$ cat src/rtl/coram_dma_pkg.sv
// rtl/coram_dma_pkg.sv - shared state encodings and sizing helpers for the CoRAM memory DMA
package coram_dma_pkg;

  localparam logic [2:0] ST_IDLE      = 3'd0;
  localparam logic [2:0] ST_EXT_RD    = 3'd1;
  localparam logic [2:0] ST_CORE_WR   = 3'd2;
  localparam logic [2:0] ST_CORE_RD   = 3'd3;
  localparam logic [2:0] ST_CORE_WAIT = 3'd4;
  localparam logic [2:0] ST_EXT_WR    = 3'd5;
  localparam logic [2:0] ST_DONE      = 3'd6;
  localparam logic [2:0] ST_REARM     = 3'd7;

  typedef enum logic [2:0] {
    IDLE      = ST_IDLE,
    EXT_RD    = ST_EXT_RD,
    CORE_WR   = ST_CORE_WR,
    CORE_RD   = ST_CORE_RD,
    CORE_WAIT = ST_CORE_WAIT,
    EXT_WR    = ST_EXT_WR,
    DONE      = ST_DONE,
    REARM     = ST_REARM
  } state_e;

  // External addresses are byte addresses; one word advances by this many bytes.
  function automatic int unsigned byte_stride(input int unsigned data_width);
    return data_width / 8;
  endfunction

  // Core RAM capacity in words, wide enough to compare against 66-bit request sums.
  function automatic logic [65:0] capacity(input int unsigned addr_width);
    return 66'd1 << addr_width;
  endfunction

endpackage

$ cat src/rtl/coram_memory_dma.sv
// rtl/coram_memory_dma.sv - word-at-a-time mover between a CoRAM core RAM and an external req/ack bus
module coram_memory_dma
  import coram_dma_pkg::*;
#(
  parameter int DATA_WIDTH      = 32,
  parameter int CORE_ADDR_WIDTH = 10,
  parameter int EXT_ADDR_WIDTH  = 64
) (
  input  logic                       CLK,
  input  logic                       RST,
  input  logic [EXT_ADDR_WIDTH-1:0]  ext_addr,
  input  logic [63:0]                core_addr,
  input  logic [64:0]                word_size,
  input  logic                       read_enable,
  input  logic                       write_enable,
  output logic                       ready,
  output logic                       busy,
  output logic                       err_illegal,
  output logic [CORE_ADDR_WIDTH-1:0] core_ram_addr,
  output logic [DATA_WIDTH-1:0]      core_ram_d,
  output logic                       core_ram_we,
  input  logic [DATA_WIDTH-1:0]      core_ram_q,
  output logic [EXT_ADDR_WIDTH-1:0]  ext_mem_addr,
  output logic [DATA_WIDTH-1:0]      ext_mem_wdata,
  output logic                       ext_mem_we,
  output logic                       ext_mem_req,
  input  logic                       ext_mem_ack,
  input  logic [DATA_WIDTH-1:0]      ext_mem_rdata
);

  localparam logic [65:0] CAP = capacity(CORE_ADDR_WIDTH);
  localparam logic [EXT_ADDR_WIDTH-1:0] STRIDE = EXT_ADDR_WIDTH'(byte_stride(DATA_WIDTH));

  state_e                     state_q, state_d;
  logic [CORE_ADDR_WIDTH:0]   cnt_q, cnt_d;
  logic [CORE_ADDR_WIDTH:0]   size_q, size_d;
  logic [CORE_ADDR_WIDTH-1:0] core_ptr_q, core_ptr_d;
  logic [EXT_ADDR_WIDTH-1:0]  ext_ptr_q, ext_ptr_d;
  logic [DATA_WIDTH-1:0]      data_q, data_d;
  logic                       err_q, err_d;

  logic illegal;
  logic last;

  // Sums are taken at 66 bits so a huge core_addr cannot wrap into a legal range.
  assign illegal = (read_enable && write_enable) ||
                   ({1'b0, word_size} > CAP) ||
                   (({2'b00, core_addr} + {1'b0, word_size}) > CAP);
  assign last    = (cnt_q + (CORE_ADDR_WIDTH+1)'(1)) == size_q;

  always_comb begin
    state_d    = state_q;
    cnt_d      = cnt_q;
    size_d     = size_q;
    core_ptr_d = core_ptr_q;
    ext_ptr_d  = ext_ptr_q;
    data_d     = data_q;
    err_d      = 1'b0;
    case (state_q)
      IDLE: begin
        if (read_enable || write_enable) begin
          cnt_d      = '0;
          size_d     = word_size[CORE_ADDR_WIDTH:0];
          core_ptr_d = core_addr[CORE_ADDR_WIDTH-1:0];
          ext_ptr_d  = ext_addr;
          if (illegal) begin
            err_d   = 1'b1;
            state_d = DONE;
          end else if (word_size == '0) begin
            state_d = DONE;
          end else if (write_enable) begin
            state_d = EXT_RD;
          end else begin
            state_d = CORE_RD;
          end
        end
      end
      EXT_RD: begin
        if (ext_mem_ack) begin
          data_d  = ext_mem_rdata;
          state_d = CORE_WR;
        end
      end
      CORE_WR: begin
        cnt_d      = cnt_q + (CORE_ADDR_WIDTH+1)'(1);
        core_ptr_d = core_ptr_q + CORE_ADDR_WIDTH'(1);
        ext_ptr_d  = ext_ptr_q + STRIDE;
        state_d    = last ? DONE : EXT_RD;
      end
      CORE_RD: state_d = CORE_WAIT;
      CORE_WAIT: begin
        data_d  = core_ram_q;
        state_d = EXT_WR;
      end
      EXT_WR: begin
        if (ext_mem_ack) begin
          cnt_d      = cnt_q + (CORE_ADDR_WIDTH+1)'(1);
          core_ptr_d = core_ptr_q + CORE_ADDR_WIDTH'(1);
          ext_ptr_d  = ext_ptr_q + STRIDE;
          state_d    = last ? DONE : CORE_RD;
        end
      end
      DONE: state_d = REARM;
      // A level-held enable must drop before another request can be taken.
      REARM: begin
        if (!read_enable && !write_enable) state_d = IDLE;
      end
      default: state_d = IDLE;
    endcase
  end

  always_ff @(posedge CLK) begin
    if (RST) begin
      state_q    <= IDLE;
      cnt_q      <= '0;
      size_q     <= '0;
      core_ptr_q <= '0;
      ext_ptr_q  <= '0;
      data_q     <= '0;
      err_q      <= 1'b0;
    end else begin
      state_q    <= state_d;
      cnt_q      <= cnt_d;
      size_q     <= size_d;
      core_ptr_q <= core_ptr_d;
      ext_ptr_q  <= ext_ptr_d;
      data_q     <= data_d;
      err_q      <= err_d;
    end
  end

  assign ready         = (state_q == IDLE);
  assign busy          = (state_q != IDLE) && (state_q != REARM);
  assign err_illegal   = err_q;
  assign core_ram_addr = core_ptr_q;
  assign core_ram_d    = data_q;
  assign core_ram_we   = (state_q == CORE_WR);
  assign ext_mem_addr  = ext_ptr_q;
  assign ext_mem_wdata = data_q;
  assign ext_mem_we    = (state_q == EXT_WR);
  assign ext_mem_req   = (state_q == EXT_RD) || (state_q == EXT_WR);

endmodule
$ cat config.mk
export PLATFORM = sky130hd
export DESIGN_NAME = coram_memory_dma
export DESIGN_NICKNAME = d
export VERILOG_FILES = /design/src/rtl/coram_dma_pkg.sv /design/src/rtl/coram_memory_dma.sv
export SDC_FILE = /design/constraint.sdc
export NUM_CORES = 1
export LEC_CHECK = 0
export CORE_MARGIN = 2
export CORE_UTILIZATION = 45
export DETAILED_ROUTE_END_ITERATION = 10
export GPL_ROUTABILITY_DRIVEN = 0
export PLACE_DENSITY = 0.8
export RECOVER_POWER = 50
export SYNTH_ARGS = -nofsm -noshare
export SYNTH_HDL_FRONTEND = slang
export SYNTH_SLANG_ARGS = --single-unit
$ cat constraint.sdc
create_clock -name CLK -period 4.9 [get_ports CLK]
set_input_delay 0.98 -clock CLK [delete_from_list [all_inputs] [get_ports CLK]]
set_output_delay 0.98 -clock CLK [all_outputs]
set_load 0.02 [all_outputs]
Yosys cells after proc, flatten, opt, wreduce, memory -nomap -nowiden:

Cells that the tools add are included.

* flip-flop bits (word level): 132
* bits of input ports: 262
* output and inout port bits: 144
* logic and storage cells: 69

* $add $sub $neg: 4
* order comparisons: 2
* equal/unequal tests: 13
* muxes and demuxes: 22
* bitwise operators: 2
* reductions and logical operators: 19

Operator list (count)
* $pmux W64 S3: 1
* $mux W64: 2
* $add A64 B65 Y66: 1
* $gt A66 B11 Y1 const B: 1
* $gt A65 B11 Y1 const B: 1
* $logic_not A65 Y1: 1
* $add A64 B3 Y64 const B: 1
* $pmux W32 S2: 1
* $pmux W11 S3: 1
* $mux W32: 1
* $pmux W10 S3: 1
* $mux W3: 8
* $pmux W3 S8: 1
* $mux W11: 2
* $mux W10: 2
* $eq A3 B3 Y1 const B: 4
* $add A11 B1 Y11 const B: 1
* $eq A11 B11 Y1: 1
* $add A10 B1 Y10 const B: 1
* $eq A3 B2 Y1 const B: 2
* $reduce_bool A3 Y1: 2
* $logic_or A1 B1 Y1: 4
* $ne A2 B1 Y1 const B: 2
* $ne A2 B2 Y1 const B: 2
* other kinds (13): 18

Logic depth before layout (Yosys ltp):

* depth after elaboration: 6
* depth in mapped cells: 14
* depth with buffers taken out: 14

Worst setup path after synthesis:

No wires, ideal clock.

* kind: input to register
* from: in core_addr[0]
* to: reg state_q[2]
* library setup time: 117 ps
* arrival: 4276 ps
* required time: 4783 ps
* slack: 507 ps
* stages: 14
* buffers on the path: 0
* cells stage by stage: ha_1 -> inv_1 -> fa_1 -> nor2b_1 -> o2111ai_1 -> a211oi_1 -> nor3_1 -> o41ai_1 -> xor2_1 -> or4_1 -> nor4_2 -> and4_1 -> nand4_2 -> a32o_1

* longest elaborated chain between the ends: 6

RTL lines
* from (decl): line coram_memory_dma.sv:12 `input logic [63:0] core_addr,`
* $add A64 B65 Y66: line coram_memory_dma.sv:48 `(({2'b00, core_addr} + {1'b0, word_size}) > CAP);`
* $gt A66 B11 Y1: line coram_memory_dma.sv:48
* $logic_or A1 B1 Y1: line coram_memory_dma.sv:47 `({1'b0, word_size} > CAP) ||`
* $mux W3: line coram_memory_dma.sv:66 `if (illegal) begin`
* $mux W3: line coram_memory_dma.sv:61 `if (read_enable || write_enable) begin`
* $pmux W3 S8: line coram_memory_dma.sv:59 `case (state_q)`
* to (signal assigned): line coram_memory_dma.sv:122 `state_q <= state_d;`
* to (decl): line coram_memory_dma.sv:34 `state_e state_q, state_d;`

Every way passes these cells. The select of a mux whose other input is x is not followed.
A chain may end at the register's enable or synchronous reset.

Final worst setup path:

Ends and elaborated chain as after synthesis.

==> out/metrics.yaml <==
outcome: "finished with violations"
violations: "max-capacitance violations, max-slew violations"
hp-start: "ext_mem_addr[1]"
post_cts_buffers: 0
dieArea_um2: 29360
fmax_ghz: 0.2121
regToRegStartpoint: "ext_mem_addr[5]"
yosys_warnings: 0
worstPathCellList: "clkdlybuf4s50_1 > ha_1 > inv_1 > fa_1 > nor2b_1 > o2111ai_1 > buf_4 > a211oi_1 > nor2_1 > xnor2_1 > or4_1 > or4_1 > nor4_2 > and4_1 > nand4_2 > a32o_1"
finalCritPeriodShare: 0.9621
cp.required_ns: 5.21
grtUsageMet1: 0.4061
wl_um: 52620
crit_arrival_ns: 5.02
synthCells: 1840
die_h_um: 171.3
yosysMostFrequentCell: "nand2_1"
grt_pass1_vias: 14945
finalSetupViolCount: 0
min_to: "ext_mem_addr[1]"
use_met2: 0.5540
finClkSkew_ns: 0.02543
leakage_uw: 0.006723
final-hold-violation-count: 0
grt_antenna_before_repair: 4
start_kind: "input port"
worst_slack_ns: 0.1859
num_vias: 16296
clock_latency_ns: 0.43
coreArea_um2: 27710
start_util: 0.4548
cts.sinks: 132
synth-async-reset-ratio: 0
synth_commonest_cells: "nand2_1, nor2_1, a21oi_1, dfxtp_1, o21ai_0"
layout.nets: 2530
use_met3: 0.06949
placement.cell_area_um2: 17080
synth.area.top_cells: "dfxtp_1, a21oi_1, nand2_1, ha_1, nor2_1"
syn_nets: 2170
numCtsBuffers: 17
numPortBuffers: 405
period_minus_slack_ns: 4.714
yosys_register_bits: 132
clock_path_buffers: 2
wl_per_cell_um: 20.28
fp.dieW_um: 171.3
seq_area_frac_synth: 0.2097
reg2reg_slack_ns: 1.24
r2r_cells: 11
dp_hpwl_um: 40900
n_fill_cell: 2479
min_path_cells: 2
slowest_delay_ns: 0.54
critical_path_buf_inv_count: 3
powerDensity_nw_per_um2: 464.8
syn_avg_cell_area_um2: 6.848
synth_edf_count: 0
boundaryPins: 406
drc_errors: 0
finalInstanceArea_um2: 17720
path_clk_slew_ns: 0.07
tightest_slew_ns: 1.533
critical_path_class: "input port to flip-flop"
ys_types: 77
timing.slew.headroom: -0.02556
drtAntennaViolNets: 0
cp_max_fo: 3
cp_slowest_cell: "or4_1"
track_usage: 0.3397
grt_pass1_wl_um: 79140
cts_tree: "yes"
postLayoutCoreUtil: 0.6397
cp_top_family: "simple AND/OR/NAND/NOR gates"
dp_slack_ns: -0.2670
rsz0062_at_grt: "false"
max-cap-violations: 1
endpoint_kind: "flip-flop"
via_per_inst: 6.280
busiest_layer: "met2"
gr-total-overflow: 0
hold_path_class: "flip-flop to flip-flop"
syn_area_um2: 12600
cp_common_cell: "or4_1"
first_iter_violations: 2133
rows: 61
hold-worst-slack_ns: 0.4614
drive_gt1_frac: 0.06643
root_buffer: "clkbuf_16"
grt_start_max_net_pins: 101
synth_top_cell_area_share: 0.2097
synthFlopType: "dfxtp_1"
area_growth_pct: 40.65
peakVddDrop_mv: 0.2780
synth_largest_area_cell: "dfxtp_1"
htree_levels: 4
r2r-end: "ext_mem_addr[62]"
slew_viol_final: 26
dr.pass1.iters: 11
==> cell usage in the layout, fill, tap and decap left out, types with 8 or more instances in the layout <==
cell               n
a211oi_1          67
a21o_1            20
a21oi_1          205
a22oi_1           20
a31oi_1           12
and2_1            11
and3_1            22
and4_1            15
buf_4             83
clkbuf_16         17
clkdlybuf4s50_1  272
dfxtp_1          132
dlygate4sd3_1    132
ha_1              67
inv_1             22
mux2i_1           36
nand2_1          235
nand2b_1           8
nand3_1           62
nand3b_1          12
nand4_1           66
nor2_1           216
nor2b_1           10
nor3_1            42
nor4_1            36
o21a_1            24
o21ai_0          131
o22ai_1           16
o31ai_1           19
or4_1              8
xnor2_1           28
xor2_1            22
==> how the worst max path moves through the flow <==
stage	startpoint	cells past startpoint	to
2_1_floorplan	core_addr[0]	14	state_q[2]
3_3_place_gp	core_addr[0]	16	state_q[2]
3_5_place_dp	core_addr[0]	16	state_q[2]
4_1_cts	core_addr[0]	16	state_q[2]
5_1_grt	core_addr[0]	16	state_q[2]
6_report	core_addr[0]	16	state_q[2]
==> cell families (layout without fill, tap and decap cells) <==
group / after synthesis / count (layout) / synth area share
buf+inv: 169 / 542 / 0.06305
xor+xnor: 50 / 50 / 0.03475
fa+ha+maj: 68 / 68 / 0.06812
compound gates: 606 / 606 / 0.2994
simple gates: 775 / 775 / 0.2928
flops: 132 / 132 / 0.2097
other cells: 0 / 4 / 0
mux: 40 / 40 / 0.03217
==> tightest hold or removal path: stages (launching register included) <==
cell	delay [ns]
dfxtp_1	0.32
nand2_1	0.05
a21oi_1	0.05
==> per-layer routing <==
layer  vias up  wire [µm]
li1       7542          -
met1      7490      19980
met2      1021      23750
met3       241       5124
met4         2       3753
met5         -         18
==> final cells by class <==
cell class	instances	area (µm²)	share of cell area
inverters	22	82.58	0.004659
multi-input cells	1539	9220	0.5202
diodes	4	10.01	0.0005648
flip-flops and latches	132	2643	0.1491
clock inverters	15	182.7	0.01031
repair buffers	488	4687	0.2645
clock buffers	17	425.4	0.02400
well taps	378	473.0	0.02669
==> power by group <==
part | leakage (µW) | internal, µW | switching [µW]
sequential | 0.00109 | 1500 | 512
combinational | 0.00534 | 1930 | 2940
clock | 0.000300 | 737 | 624
total | 0.00672 | 4160 | 4080
==> state kept, by name, indices dropped and copies added, names as in the netlist <==
name,cells
size_q,11
err_illegal,1
state_q,3
core_ram_d,32
cnt_q,11
ext_mem_addr,64
core_ram_addr,10
==> timing repair <==
action | CTS | global route
setup endpoints to repair | 0 | 3
hold buffers | 0 | 0
gates resized for setup | 0 | 6
==> through the flow <==
| step | std cells | power (µW) | setup TNS [ns] |
|---|---|---|---|
| finish | 2595 | 8238 | 0 |
| global route | 2594 | 8742 | 0 |
| CTS | 2591 | 8351 | 0 |
| detailed placement | 2559 | 6989 | -0.9091 |
| global placement | 2559 | 6879 | -0.3423 |
| floorplan | 1840 | 4988 | 0 |
Note: power is estimated with default switching activity, not from simulation.
